<file path="src/rtl/stepper_move_sequencer.sv">
// stepper_move_sequencer
//   Queues motion commands (direction, step count, dwell) in a small FIFO and
//   sequences a four-phase stepper PWM driver, one move at a time:
//   IDLE -> LOAD (1-clk drv_start) -> RUN ((cycles+1)*CLKS_PER_STEP clks)
//   -> DWELL (dwell clks, skipped when 0) -> IDLE with a 1-clk move_done.
//
// Optional feature macro: STEP_SEQ_ABORT_EN (adds the abort input: stop the
//   current move and flush the FIFO on the next edge).
//
// Ports
//   clk, rst          clock, asynchronous active-high reset
//   abort             (STEP_SEQ_ABORT_EN only) stop current move, flush FIFO
//   cmd_valid/ready   command handshake, ready = FIFO not full
//   cmd_dir           1 = forward, 0 = reverse
//   cmd_cycles        move runs cmd_cycles+1 steps
//   cmd_dwell         idle clocks after the move ends
//   drv_start         1-clk pulse, driver latches drv_dir/drv_cycles
//   drv_dir/cycles    move parameters to the driver, change only on a pop
//   drv_hold          1 = downstream forces coil outputs to 0
//   busy              a move is in progress or commands are queued
//   move_done         1-clk pulse at the end of each move (after dwell)
//   fifo_level        number of queued commands
module stepper_move_sequencer #(
  parameter int unsigned FIFO_DEPTH    = 4,
  parameter int unsigned CYCLES_W      = 10,
  parameter int unsigned DWELL_W       = 16,
  parameter int unsigned CLKS_PER_STEP = 2304
) (
  input  logic                          clk,
  input  logic                          rst,
`ifdef STEP_SEQ_ABORT_EN
  input  logic                          abort,
`endif
  input  logic                          cmd_valid,
  output logic                          cmd_ready,
  input  logic                          cmd_dir,
  input  logic [CYCLES_W-1:0]           cmd_cycles,
  input  logic [DWELL_W-1:0]            cmd_dwell,
  output logic                          drv_start,
  output logic                          drv_dir,
  output logic [CYCLES_W-1:0]           drv_cycles,
  output logic                          drv_hold,
  output logic                          busy,
  output logic                          move_done,
  output logic [$clog2(FIFO_DEPTH):0]   fifo_level
);

  localparam int unsigned AW = (FIFO_DEPTH > 1) ? $clog2(FIFO_DEPTH) : 1;
  localparam int unsigned LW = $clog2(FIFO_DEPTH) + 1;
  localparam int unsigned KW = (CLKS_PER_STEP > 1) ? $clog2(CLKS_PER_STEP) : 1;
  localparam logic [KW-1:0] K_LAST = KW'(CLKS_PER_STEP - 1);

  typedef struct packed {
    logic                dir;
    logic [CYCLES_W-1:0] cycles;
    logic [DWELL_W-1:0]  dwell;
  } cmd_t;

  typedef enum logic [1:0] {S_IDLE, S_LOAD, S_RUN, S_DWELL} state_t;

  cmd_t                r_fifo [FIFO_DEPTH];
  logic [AW-1:0]       r_wr_ptr, r_rd_ptr;
  logic [LW-1:0]       r_level;
  logic                r_cmd_ready, r_busy;

  state_t              r_state;
  logic                r_drv_start, r_drv_dir, r_drv_hold, r_move_done;
  logic [CYCLES_W-1:0] r_drv_cycles, r_scnt;
  logic [DWELL_W-1:0]  r_mv_dwell, r_dcnt;
  logic [KW-1:0]       r_ccnt;

  logic                w_abort, w_push, w_pop, w_run_end, w_dwell_end, w_active_nxt;
  logic [LW-1:0]       w_level_nxt;
  cmd_t                w_head, w_cmd_in;

`ifdef STEP_SEQ_ABORT_EN
  assign w_abort = abort;
`else
  assign w_abort = 1'b0;
`endif

  // Abort outranks both push and pop; pops only happen from IDLE.
  assign w_push      = cmd_valid && r_cmd_ready && !w_abort;
  assign w_pop       = (r_state == S_IDLE) && (r_level != '0) && !w_abort;
  assign w_head      = r_fifo[r_rd_ptr];
  assign w_cmd_in    = '{dir: cmd_dir, cycles: cmd_cycles, dwell: cmd_dwell};
  assign w_run_end   = (r_state == S_RUN) && (r_ccnt == K_LAST) && (r_scnt == r_drv_cycles);
  assign w_dwell_end = (r_state == S_DWELL) && (r_dcnt == r_mv_dwell - DWELL_W'(1));

  // FIFO occupancy after this edge.
  always_comb begin
    w_level_nxt = r_level;
    if (w_abort)              w_level_nxt = '0;
    else if (w_push && !w_pop) w_level_nxt = r_level + LW'(1);
    else if (!w_push && w_pop) w_level_nxt = r_level - LW'(1);
  end

  // FSM is outside IDLE after this edge (feeds the registered busy).
  always_comb begin
    w_active_nxt = 1'b0;
    case (r_state)
      S_IDLE:  w_active_nxt = w_pop;
      S_LOAD:  w_active_nxt = 1'b1;
      S_RUN:   w_active_nxt = !(w_run_end && (r_mv_dwell == '0));
      S_DWELL: w_active_nxt = !w_dwell_end;
      default: w_active_nxt = 1'b0;
    endcase
    if (w_abort) w_active_nxt = 1'b0;
  end

  // Command FIFO with registered status flags.
  always_ff @(posedge clk or posedge rst) begin
    if (rst) begin
      for (int i = 0; i < int'(FIFO_DEPTH); i++) r_fifo[i] <= '0;
      r_wr_ptr    <= '0;
      r_rd_ptr    <= '0;
      r_level     <= '0;
      r_cmd_ready <= 1'b1;
      r_busy      <= 1'b0;
    end else begin
      if (w_abort) begin
        r_wr_ptr <= '0;
        r_rd_ptr <= '0;
      end else begin
        if (w_push) begin
          r_fifo[r_wr_ptr] <= w_cmd_in;
          r_wr_ptr         <= r_wr_ptr + AW'(1);
        end
        if (w_pop) r_rd_ptr <= r_rd_ptr + AW'(1);
      end
      r_level     <= w_level_nxt;
      r_cmd_ready <= !w_abort && (w_level_nxt != LW'(FIFO_DEPTH));
      r_busy      <= w_active_nxt || (w_level_nxt != '0);
    end
  end

  // Move sequencer; outputs take effect on the edge that leaves a state.
  always_ff @(posedge clk or posedge rst) begin
    if (rst) begin
      r_state      <= S_IDLE;
      r_drv_start  <= 1'b0;
      r_drv_dir    <= 1'b0;
      r_drv_cycles <= '0;
      r_drv_hold   <= 1'b1;
      r_move_done  <= 1'b0;
      r_mv_dwell   <= '0;
      r_ccnt       <= '0;
      r_scnt       <= '0;
      r_dcnt       <= '0;
    end else begin
      r_drv_start <= 1'b0;
      r_move_done <= 1'b0;
      if (w_abort) begin
        r_state    <= S_IDLE;
        r_drv_hold <= 1'b1;
      end else begin
        case (r_state)
          S_IDLE: begin
            if (w_pop) begin
              r_drv_dir    <= w_head.dir;
              r_drv_cycles <= w_head.cycles;
              r_mv_dwell   <= w_head.dwell;
              r_state      <= S_LOAD;
            end
          end
          S_LOAD: begin
            r_drv_start <= 1'b1;
            r_drv_hold  <= 1'b0;
            r_ccnt      <= '0;
            r_scnt      <= '0;
            r_state     <= S_RUN;
          end
          S_RUN: begin
            if (r_ccnt == K_LAST) begin
              r_ccnt <= '0;
              if (w_run_end) begin
                r_drv_hold <= 1'b1;
                r_dcnt     <= '0;
                if (r_mv_dwell == '0) begin
                  r_move_done <= 1'b1;
                  r_state     <= S_IDLE;
                end else begin
                  r_state <= S_DWELL;
                end
              end else begin
                r_scnt <= r_scnt + CYCLES_W'(1);
              end
            end else begin
              r_ccnt <= r_ccnt + KW'(1);
            end
          end
          S_DWELL: begin
            if (w_dwell_end) begin
              r_move_done <= 1'b1;
              r_state     <= S_IDLE;
            end else begin
              r_dcnt <= r_dcnt + DWELL_W'(1);
            end
          end
          default: r_state <= S_IDLE;
        endcase
      end
    end
  end

  assign cmd_ready  = r_cmd_ready;
  assign busy       = r_busy;
  assign fifo_level = r_level;
  assign drv_start  = r_drv_start;
  assign drv_dir    = r_drv_dir;
  assign drv_cycles = r_drv_cycles;
  assign drv_hold   = r_drv_hold;
  assign move_done  = r_move_done;

endmodule

</file>
<file path="config.mk">
export PLATFORM = sky130hd
export DESIGN_NAME = stepper_move_sequencer
export DESIGN_NICKNAME = d
export VERILOG_FILES = /design/src/rtl/stepper_move_sequencer.sv
export SDC_FILE = /design/constraint.sdc
export NUM_CORES = 1
export LEC_CHECK = 0
export BUFFER_PORTS_ARGS = -buffer_cell sky130_fd_sc_hd__buf_4
export CORE_UTILIZATION = 40
export CTS_CLUSTER_DIAMETER = 80
export CTS_CLUSTER_SIZE = 20
export DETAILED_ROUTE_END_ITERATION = 6
export PLACE_DENSITY_LB_ADDON = 0.08
export SYNTH_ARGS = -nofsm -noshare
export SYNTH_HDL_FRONTEND = slang
export SYNTH_SLANG_ARGS = --single-unit
</file>
<file path="constraint.sdc">
create_clock -name clk -period 7.9 [get_ports clk]
set_clock_uncertainty 0.15 [all_clocks]
set_input_delay 0.395 -clock clk [delete_from_list [all_inputs] [get_ports clk]]
set_output_delay 0.395 -clock clk [all_outputs]
set_load 0.02 [all_outputs]
</file>
== Yosys cells after proc, flatten, opt, wreduce, memory -nomap -nowiden ==
Index checks and enable logic that the tools add are counted.
Cells by class
  $add $sub $neg: 8
  $lt $le $gt $ge: 3
  equal/unequal tests: 13
  muxes and demuxes: 33
  bitwise logic cells: 2
  reductions and logical operators: 25
Operators with widths (number)
  bitwise mux 108 bit: 1
  two-way mux 27 bit: 3
  binary-select mux 27 bit (select 2 bit): 1
  demux 27 bit (select 2 bit): 1
  two-way mux 16 bit: 3
  case mux 16 bit (2 select lines): 1
  case mux 12 bit (2 select lines): 1
  two-way mux 10 bit: 2
  case mux 10 bit (2 select lines): 1
  adder 16 x 1 -> 16 bit, second input constant: 1
  equality test 16 bit: 1
  logical NOT 16 bit: 1
  subtractor 16 x 1 -> 16 bit, second input constant: 1
  adder 12 x 1 -> 12 bit, second input constant: 1
  equality test 12 bit, second input constant: 1
  two-way mux 12 bit: 1
  adder 10 x 1 -> 10 bit, second input constant: 1
  equality test 10 bit: 1
  two-way mux 2 bit: 5
  != test 2 bit, second input constant: 5
  logical AND 1 bit: 9
  case mux 2 bit (4 select lines): 1
  AND reduction 4 bit: 2
  two-way mux 1 bit: 7
  20 further kinds: 32
Word-level totals
  bits in registers: 187
  output and inout port bits: 19
  logic and storage cells: 111

== Longest topological paths before layout ==
  depth after elaboration: 7
  depth in mapped cells: 11
  gate-level depth less buffers: 10

== Worst setup path after synthesis ==
Ideal clock, no wire load.
  kind: register to register
  start point: register r_mv_dwell[0]
  end point: register r_dcnt[8]
  library setup time: 0.087 ns
  arrival time: 2.570 ns
  data required time: 7.663 ns
  slack: 5.093 ns
  cell stages (with the launch flop): 11
  cell sequence: dfrtp_1 > inv_1 > ha_1 > or4b_1 > and3_1 > a22oi_1 > a22oi_1 > and4_1 > buf_6 > or4_1 > a22oi_1
On the way
  word-level cells in the longest chain between the ends: 5
RTL lines
  start: declaration: RTL line 69  | logic [DWELL_W-1:0] r_mv_dwell, r_dcnt;
  start signal: assignment: RTL line 162  | r_mv_dwell <= w_head.dwell;
  subtractor 16 x 1 -> 16 bit: RTL line 88  | assign w_dwell_end = (r_state == S_DWELL) && (r_dcnt == r_mv_dwell - DWELL_W'(1));
  equality test 16 bit: RTL line 88
  logical AND 1 bit: RTL line 88
  != test 2 bit (no source line)
  AND reduction 4 bit (no source line)
  end signal: assignment: RTL line 197  | r_dcnt <= r_dcnt + DWELL_W'(1);
  end: declaration: RTL line 69
Every way passes these cells.
A chain may end at the register's enable or synchronous reset.

== Worst setup path in the final report ==
  start point: register r_mv_dwell[0]
  end point: register r_busy (netlist: busy)
On the way
  word-level cells in the longest chain between the ends: 6
  elaborated cells between the ends (all ways): 9
RTL lines
  subtractor 16 x 1 -> 16 bit: RTL line 88
  equality test 16 bit: RTL line 88
  logical AND 1 bit: RTL line 88
  logical NOT 1 bit: RTL line 105  | S_DWELL: w_active_nxt = !w_dwell_end;
  case mux 1 bit (4 select lines) *: RTL line 101  | case (r_state)
  logical OR 1 bit *: RTL line 133  | r_busy <= w_active_nxt || (w_level_nxt != '0);
  end signal: assignment: RTL line 133
  end: declaration: RTL line 64  | logic r_cmd_ready, r_busy;
Mark *: on every way between the ends. The rest lies on a longest branch, timed or not.

==> metrics.csv <==
metric,value,unit
status,completed,
yosysWarnings,0,
hold_viol_final,0,
critPathTopFamily,compound AO/OA/AOI/OAI gates,
ys_seq_area_share,50.3,%
drv_cap,0,
crit_arrival,3.79,ns
combPwrFrac,24.4,%
hold_class,in -> reg,
layout.nets,877,
cts.path.max_buffers,2,
syn_inst,794,
post_drt_wl_per_cell,18.9,microns
drt_first_pass_iters,4,
power,3020,uW
viasPerCell,5.54,
drtIter0Drc,284,
port-buffer-count,48,
irDropWorstVdd,0.000145,V
path_clk_slew,0.08,ns
layout_common_cells,"dfrtp_1 (185), nand2_1 (111), mux2_2 (109), buf_4 (57), xnor2_1 (31)",
dp_hpwl,14400,microns
drc_errors,0,
io_pins,49,
crit_fanout,23,
final_antenna_net_count,0,
netlist_area,9310,sq um
relSlewSlack,25.5,%
grt_max_degree,65,
maxSlewViolCount,0,
cp_slowest_stage_delay,0.58,ns
fin_tns_setup,0,ns
powerDensity,287,nW/um^2
ys_ff_latch,187,
synthDominantCellAreaShare,49.7,%
fmax,276,MHz
avgSynthCellArea,11.7,sq um
track_usage,19.2,%
cts_buffers,17,
grt_pass1_wl,35500,microns
layout.cells.most_common,dfrtp_1,
core_region_area,22700,sq um
die_area,23900,sq um
ctsRootBufferMaster,clkbuf_16,
yosysTopAreaCell,dfrtp_1,
synthTopCellsByArea,"dfrtp_1 (50%), mux2_2 (13%), mux4_2 (6.5%)",
critPathBufInv,1,
dieWidth,155,microns
min_period,3.62,ns
die_h,155,microns
first_global_vias,6602,
grt_antenna_before_repair,0,
p_sw_share,29.0,%
globalplace.congestion,0.876,
clk_latency,0.45,ns
initial_core_util,41.0,%
slowest_stage,a2111oi_0,
drive_gt1_share,28.4,%
vias,6259,
path_cells,"inv_1, ha_1, or4b_1, a2111oi_0, a22oi_1, a22oi_1, nand4_2, a2111oi_0, o21ai_1",
power_frac_seq,46.8,%
rsz0062_at_grt,no,
overflow,0,
criticalPathCategory,reg -> reg,
row_count,55,
ys.flop_type,dfrtp_1,
yosys.cell_types.count,62,
p_clk_share,28.9,%
cts_resized,0,
synth_fp_nets,839,
internal_power,2150,uW
wl,21300,microns
critPathLaunchType,flip-flop,
worst_pin_slew,1.12,ns
period_share,45.9,%
p_leak,0.00472,uW
htree_levels,4,
tritoncts,built,
syn_to_final_growth,13.2,%
hold_ws,0.0489,ns
cts_sinks,187,
setup_viol,0,
synth_edf_count,0,
diodes,0,
async_flop_share,100,%
worstPathRequired,8.07,ns
power_switching,877,uW
setup.worst_path.end_class,flip-flop,
-- layer usage --
metal	global-route usage [%]	share of wire (%)	up-vias	routed length, microns
met4	5.66	1.2	0	261
li1	-	-	2944	-
met1	25.4	47	3230	9960
met3	4.01	2.9	17	628
met2	31.7	49	68	10500
met5	0	0	-	0
-- what timing repair did --
action / 4_1_cts / 5_1_grt
endpoints found under the setup margin: 0 / 0
endpoints found under the hold margin: 58 / 0
hold buffers: 1 / 0
buffers inserted: 0 / 0
-- flip-flops by register name, indices dropped and copies added, names as in the netlist --
signal      count
r_mv_dwell     16
r_rd_ptr        2
r_fifo        108
drv_cycles     10
r_dcnt         16
r_state         2
busy            1
r_ccnt         12
drv_start       1
move_done       1
drv_dir         1
r_scnt         10
cmd_ready       1
r_wr_ptr        2
drv_hold        1
fifo_level      3
-- power groups by stage --
stage          clock, uW  sequential [uW]  combinational, uW
4_1_cts              891             1410                753
6_report             872             1410                736
3_5_place_dp           0             1430                750
3_3_place_gp           0             1400                714
5_1_grt              926             1450                810
2_1_floorplan          0             1390                581
-- cell families after synthesis --
logic type | count (synthesis) | share of synthesized area [%]
AND/OR/NAND/NOR | 256 | 13.8
XOR/XNOR | 49 | 4.76
adder cells (fa/ha/maj) | 15 | 2.02
buffers and inverters | 60 | 2.69
multiplexers | 138 | 19.9
flip-flops | 187 | 50.3
AO/OA/AOI/OAI | 89 | 6.48
-- area by class of cell --
cell class	count	area, sq um
clock buffers	18	429
clock inverters	14	164
fillers	2091	12200
inverters	21	83.8
multi-input cells	547	4390
flip-flops and latches	187	4680
well taps	285	357
repair buffers	58	438
-- through the flow --
step	utilization, %	cell area (sq um)	worst slack [ns]	cells
3_3_place_gp	43.8	9940	4.44	1097
6_report	46.4	10500	4.28	1130
5_1_grt	46.4	10500	3.91	1130
4_1_cts	46.4	10500	4.29	1130
3_5_place_dp	43.8	9940	4.30	1097
2_1_floorplan	-	9310	2.27	794
-- worst paths after layout --
kind	startpoint	endpoint	slack, ns	cells past startpoint
max	r_mv_dwell[0]	busy	4.28	9
min	cmd_dwell[12]	r_fifo[93]	0.05	2
max reg2reg	r_mv_dwell[0]	busy	4.28	9
min reg2reg	r_fifo[12]	r_fifo[12]	0.35	1
max in group asynchronous	rst	r_fifo[60]	5.96	4
min in group asynchronous	rst	r_ccnt[8]	0.40	3
-- synthesized netlist by cell type, types with 3 or more instances --
library cell  number
o31a_1             3
nor4_2             3
a21o_1             4
o31ai_1            6
o21ai_1            7
nor4b_1            4
nand4_1           10
xnor2_1           31
nor2b_1            7
or3_1              5
mux2_2           109
mux4_2            27
or4_1              4
nand2b_1           9
a22oi_1            7
xor2_1            17
a21oi_1           15
buf_6              3
nand4b_1           4
nor2_1            28
o21ai_0           17
nor4_1             6
and4_1             3
a211o_1            5
o22ai_1            3
ha_1              15
and3_1            11
clkbuf_1          31
nand2_1          111
nand3_1           28
nor3b_1            3
a31oi_1            3
buf_1              3
inv_1             20
and2_1             3
nor3_1             9
dfrtp_1          185
Power figures use the tool's default switching activity.
